File: config.mk
export PLATFORM = sky130hd
export DESIGN_NAME = ram_fifo_ctrl_flat
export DESIGN_NICKNAME = d
export VERILOG_FILES = /design/src/rtl/ram_fifo_ctrl_if.sv /design/src/rtl/ram_fifo_ctrl.sv /design/src/flat_wrapper.sv
export SDC_FILE = /design/constraint.sdc
export NUM_CORES = 1
export LEC_CHECK = 0
export BUFFER_PORTS_ARGS = -buffer_cell sky130_fd_sc_hd__buf_2
export CAP_MARGIN = 5
export CORE_MARGIN = 2
export CORE_UTILIZATION = 47
export CTS_CLUSTER_DIAMETER = 60
export DETAILED_ROUTE_END_ITERATION = 6
export GPL_TIMING_DRIVEN = 0
export PLACE_DENSITY_LB_ADDON = 0.25
export SLEW_MARGIN = 10
export SYNTH_ARGS = -nofsm -noshare
export SYNTH_HDL_FRONTEND = slang
export SYNTH_SLANG_ARGS = --single-unit
File: constraint.sdc
create_clock -name CLK -period 1.75 [get_ports CLK]
set_input_delay 0.175 -clock CLK [delete_from_list [all_inputs] [get_ports CLK]]
set_output_delay 0.175 -clock CLK [all_outputs]
set_load 0.05 [all_outputs]
File: src/rtl/ram_fifo_ctrl_if.sv
// Push/pop handshake plus the DUAL_PORT_RAM write/read port signals
// produced by ram_fifo_ctrl.
interface ram_fifo_ctrl_if #(
    parameter int DATA_WIDTH = 4,
    parameter int ADDR_WIDTH = 1
);
    logic                  PUSH;
    logic [DATA_WIDTH-1:0] PUSH_DATA;
    logic                  POP;
    logic                  FULL;
    logic                  EMPTY;
    logic [ADDR_WIDTH:0]   COUNT;
    logic                  OVERFLOW;
    logic                  UNDERFLOW;
    logic                  EN_WR;
    logic [ADDR_WIDTH-1:0] ADDR_WR;
    logic [DATA_WIDTH-1:0] D_IN;
    logic                  EN_RD;
    logic [ADDR_WIDTH-1:0] ADDR_RD;
    logic                  RD_VALID;

    modport master (
        output PUSH, PUSH_DATA, POP,
        input  FULL, EMPTY, COUNT, OVERFLOW, UNDERFLOW,
        input  EN_WR, ADDR_WR, D_IN, EN_RD, ADDR_RD, RD_VALID
    );

    modport slave (
        input  PUSH, PUSH_DATA, POP,
        output FULL, EMPTY, COUNT, OVERFLOW, UNDERFLOW,
        output EN_WR, ADDR_WR, D_IN, EN_RD, ADDR_RD, RD_VALID
    );
endinterface

File: src/rtl/ram_fifo_ctrl.sv
// Circular-FIFO controller in front of a dual-port RAM: wrap-bit pointers,
// registered occupancy flags, sticky error flags and read-data valid tracking.
module ram_fifo_ctrl #(
    parameter int DATA_WIDTH = 4,
    parameter int ADDR_WIDTH = 1,
    parameter int DEPTH      = 2
) (
    input  logic             CLK,
    input  logic             RST,
    ram_fifo_ctrl_if.slave   bus
);
    logic [ADDR_WIDTH:0] wr_ptr, rd_ptr, wr_nxt, rd_nxt;
    logic                push_acc, pop_acc;

    assign push_acc = bus.PUSH & ~bus.FULL;
    assign pop_acc  = bus.POP  & ~bus.EMPTY;

    always_comb begin
        wr_nxt = wr_ptr + {{ADDR_WIDTH{1'b0}}, push_acc};
        rd_nxt = rd_ptr + {{ADDR_WIDTH{1'b0}}, pop_acc};
    end

    always_ff @(posedge CLK or posedge RST) begin
        if (RST) begin
            wr_ptr        <= '0;
            rd_ptr        <= '0;
            bus.COUNT     <= '0;
            bus.FULL      <= 1'b0;
            bus.EMPTY     <= 1'b1;
            bus.OVERFLOW  <= 1'b0;
            bus.UNDERFLOW <= 1'b0;
            bus.EN_WR     <= 1'b0;
            bus.ADDR_WR   <= '0;
            bus.D_IN      <= '0;
            bus.EN_RD     <= 1'b0;
            bus.ADDR_RD   <= '0;
            bus.RD_VALID  <= 1'b0;
        end else begin
            wr_ptr    <= wr_nxt;
            rd_ptr    <= rd_nxt;
            // Flags come from the next pointers so they line up with COUNT.
            bus.COUNT <= wr_nxt - rd_nxt;
            bus.FULL  <= (wr_nxt[ADDR_WIDTH-1:0] == rd_nxt[ADDR_WIDTH-1:0]) &&
                         (wr_nxt[ADDR_WIDTH] != rd_nxt[ADDR_WIDTH]);
            bus.EMPTY <= (wr_nxt == rd_nxt);

            bus.OVERFLOW  <= bus.OVERFLOW  | (bus.PUSH & bus.FULL);
            bus.UNDERFLOW <= bus.UNDERFLOW | (bus.POP  & bus.EMPTY);

            bus.EN_WR <= push_acc;
            if (push_acc) begin
                bus.ADDR_WR <= wr_ptr[ADDR_WIDTH-1:0];
                bus.D_IN    <= bus.PUSH_DATA;
            end

            bus.EN_RD <= pop_acc;
            if (pop_acc)
                bus.ADDR_RD <= rd_ptr[ADDR_WIDTH-1:0];

            // RAM read is registered: D_OUT is valid one edge after EN_RD.
            bus.RD_VALID <= bus.EN_RD;
        end
    end
endmodule

File: src/flat_wrapper.sv
// flat-port wrapper written by rule: the top's interface ports become plain ports
module ram_fifo_ctrl_flat 
#(
    parameter int DATA_WIDTH = 4,
    parameter int ADDR_WIDTH = 1,
    parameter int DEPTH      = 2
)
  (CLK, RST, bus_PUSH, bus_PUSH_DATA, bus_POP, bus_FULL, bus_EMPTY, bus_COUNT, bus_OVERFLOW, bus_UNDERFLOW, bus_EN_WR, bus_ADDR_WR, bus_D_IN, bus_EN_RD, bus_ADDR_RD, bus_RD_VALID);
  ram_fifo_ctrl_if #(.DATA_WIDTH(DATA_WIDTH), .ADDR_WIDTH(ADDR_WIDTH)) bus_i ();
  input  logic CLK;
  input  logic RST;
  input wire logic [$bits(bus_i.PUSH)-1:0] bus_PUSH;
  input wire logic [$bits(bus_i.PUSH_DATA)-1:0] bus_PUSH_DATA;
  input wire logic [$bits(bus_i.POP)-1:0] bus_POP;
  output wire logic [$bits(bus_i.FULL)-1:0] bus_FULL;
  output wire logic [$bits(bus_i.EMPTY)-1:0] bus_EMPTY;
  output wire logic [$bits(bus_i.COUNT)-1:0] bus_COUNT;
  output wire logic [$bits(bus_i.OVERFLOW)-1:0] bus_OVERFLOW;
  output wire logic [$bits(bus_i.UNDERFLOW)-1:0] bus_UNDERFLOW;
  output wire logic [$bits(bus_i.EN_WR)-1:0] bus_EN_WR;
  output wire logic [$bits(bus_i.ADDR_WR)-1:0] bus_ADDR_WR;
  output wire logic [$bits(bus_i.D_IN)-1:0] bus_D_IN;
  output wire logic [$bits(bus_i.EN_RD)-1:0] bus_EN_RD;
  output wire logic [$bits(bus_i.ADDR_RD)-1:0] bus_ADDR_RD;
  output wire logic [$bits(bus_i.RD_VALID)-1:0] bus_RD_VALID;
  assign bus_i.PUSH = bus_PUSH;
  assign bus_i.PUSH_DATA = bus_PUSH_DATA;
  assign bus_i.POP = bus_POP;
  assign bus_FULL = bus_i.FULL;
  assign bus_EMPTY = bus_i.EMPTY;
  assign bus_COUNT = bus_i.COUNT;
  assign bus_OVERFLOW = bus_i.OVERFLOW;
  assign bus_UNDERFLOW = bus_i.UNDERFLOW;
  assign bus_EN_WR = bus_i.EN_WR;
  assign bus_ADDR_WR = bus_i.ADDR_WR;
  assign bus_D_IN = bus_i.D_IN;
  assign bus_EN_RD = bus_i.EN_RD;
  assign bus_ADDR_RD = bus_i.ADDR_RD;
  assign bus_RD_VALID = bus_i.RD_VALID;
  ram_fifo_ctrl #(.DATA_WIDTH(DATA_WIDTH), .ADDR_WIDTH(ADDR_WIDTH), .DEPTH(DEPTH)) u_core (.CLK(CLK), .RST(RST), .bus(bus_i));
endmodule
==> results_dict.tcl <==
set metrics [dict create \
    synth.distinct_cells 11 \
    skew_ns 0.002559 \
    synth_nets 57 \
    numCtsBuffers 3 \
    grt_max_degree 20 \
    required_ns 1.98 \
    core_area_um2 1454 \
    synthCells 46 \
    post_cts_resized 0 \
    dieWidth_um 42.82 \
    holdBufCountCts 1 \
    io_buffers 22 \
    tritoncts "done" \
    layout_min_cycle_time_ns 1.520 \
    setup_viol 0 \
    multiInputGateArea_um2 212.7 \
    drt-total-wl_um 942 \
    slew_headroom 0.5478 \
    tightestPinTransition_ns 0.6775 \
    antenna_found_initial 0 \
    ys_seq_area_frac 0.6731 \
    outcome "completed" \
    hold_viol 0 \
    antenna_cells 0 \
    start_util 0.4871 \
    firstDrtPassIters 1 \
    drt_iter0_drc 0 \
    ant_nets 0 \
    grt.total_usage 0.1221 \
    regArea_um2 476.7 \
    cpLargestDelayFamily "flip-flops" \
    fin_setup_tns_ns 0 \
    avgRoutedWirePerCell_um 10.58 \
    root_buffer "clkbuf_4" \
    insertion_delay_ns 0.28 \
    drive_above_1_share 0.4521 \
    vias 405 \
    holdCritPathClass "in -> reg" \
    cts_max_path_buffers 2 \
    clk_pin_slew_ns 0.09 \
    start_kind "register" \
    die_y_um 42.82 \
    grt_pass1_wl_mm 1.614 \
    slew_viol_final 0 \
    die_area_um2 1833 \
    crit_chain "nor2b_1 > ha_1 > xor2_1 > xnor2_1 > and2_1" \
    postSynthRegisterBits 19 \
    cts_max_level 1 \
    area_delta_synth_final_pct 23.50 \
    avgSynthCellArea_um2 15.40 \
    syn_area_um2 708.2 \
    critPathKind "reg -> reg" \
    vias_per_cell 4.551 \
    overflow 0 \
    cp_slowest_cell "dfstp_2" \
    place.gp.congestion 0.6807 \
    maxCapViolations 0 \
    fill_cells 121 \
    period_share 0.8687 \
    rsz0062_at_grt "no" \
    crit_path_max_fanout 3 \
    nets 85 \
    path_buf_inv 0 \
    max_freq_ghz 0.6578 \
    num_io_pins 23 \
    numClockSinks 19 \
    grt_pass1_vias 383 \
    worst_ep_arrival_time_ns 1.75 \
    rows 14 \
    ys_warn_count 0 \
    end_kind "register" \
    cp_slowest_stage_delay_ns 0.55 \
    drc 0 \
    cts_setup_buffers 0 \
]
[final timing paths]
kind                                             from                             end  slack [ns]  depth (start not counted)
hold reg to reg            u_core.bus.EN_RD$_DFF_PP0_   u_core.bus.RD_VALID$_DFF_PP0_        0.38                          0
hold / removal                                bus_POP  u_core.bus.UNDERFLOW$_DFF_PP0_        0.11                          2
setup / recovery           u_core.bus.EMPTY$_DFF_PP1_      u_core.bus.EMPTY$_DFF_PP1_        0.23                          5
min in group asynchronous                         RST      u_core.bus.EN_WR$_DFF_PP0_        0.53                          3
max in group asynchronous                         RST   u_core.bus.COUNT[0]$_DFF_PP0_        0.79                          3
setup reg to reg           u_core.bus.EMPTY$_DFF_PP1_      u_core.bus.EMPTY$_DFF_PP1_        0.23                          5
[per-stage QoR]
step	cells	hold slack [ns]	util	area, um^2	setup slack [ns]
2_1_floorplan	46	0.1254	-	708.2	0.1004
3_3_place_gp	84	0.3042	0.5766	838.3	0.2611
3_5_place_dp	84	0.3097	0.5766	838.3	0.2444
4_1_cts	89	0.1015	0.6015	874.6	0.2181
5_1_grt	89	0.09450	0.6015	874.6	0.1374
6_report	89	0.1098	0.6015	874.6	0.2299
[registers in the layout, summed over array words and instances, names as in the netlist, 2 cells and up]
name and cells:
u_core.bus.D_IN 4, u_core.bus.COUNT 2, u_core.rd_ptr 2, u_core.wr_ptr 2
[cell usage after synthesis]
library cell  instances  area, um^2
a21o_1                2       15.01
and2_1                1       6.260
buf_4                 1       7.510
dfrtp_1              18       450.4
dfstp_2               1       26.28
ha_1                  3       37.54
inv_1                 3       11.26
mux2_2                6       67.56
nor2b_1               4       25.02
xnor2_1               3       26.28
xor2_1                4       35.03
[worst reg2reg max path: stages, from the launching register on]
cell and delay [ns]:
dfstp_2 0.55, nor2b_1 0.07, ha_1 0.20, xor2_1 0.18, xnor2_1 0.30, and2_1 0.17
[metal layers]
metal  GRT usage  wire (um)  part of all wire
met5           0          0                 0
met4     0.07500         17             0.018
met3     0.03830         50             0.053
met2      0.1818        430              0.46
met1      0.1532        444              0.47
[layout by cell type (no fill, tap or decap)]
cell	n
dlygate4sd3_1	1
clkbuf_4	3
dfrtp_1	18
nor2b_1	4
xnor2_1	3
buf_4	1
mux2_2	6
a21o_1	2
dfstp_2	1
xor2_1	4
clkbuf_1	1
ha_1	3
inv_1	3
and2_1	1
buf_2	22
[cell families (layout without fill, tap and decap cells)]
kind of cell | count (synthesis) | in the layout | share of synthesized area
compound gates | 2 | 2 | 0.02120
flops | 19 | 19 | 0.6731
simple gates | 5 | 5 | 0.04417
fa+ha+maj | 3 | 3 | 0.05301
mux | 6 | 6 | 0.09540
buf+inv | 4 | 31 | 0.02650
xor+xnor | 7 | 7 | 0.08657
[area by class of cell]
cell class | count | share of cell area
buffer | 1 | 0.008584
multi-input combinational | 23 | 0.2432
timing repair buffer | 23 | 0.1373
sequential | 19 | 0.5451
inverter | 3 | 0.01288
tap | 16 | 0.02289
clock buffer | 4 | 0.03004
Power is not shown: default switching activity piles up to over one toggle a cycle in this logic, so the estimate is an artifact.
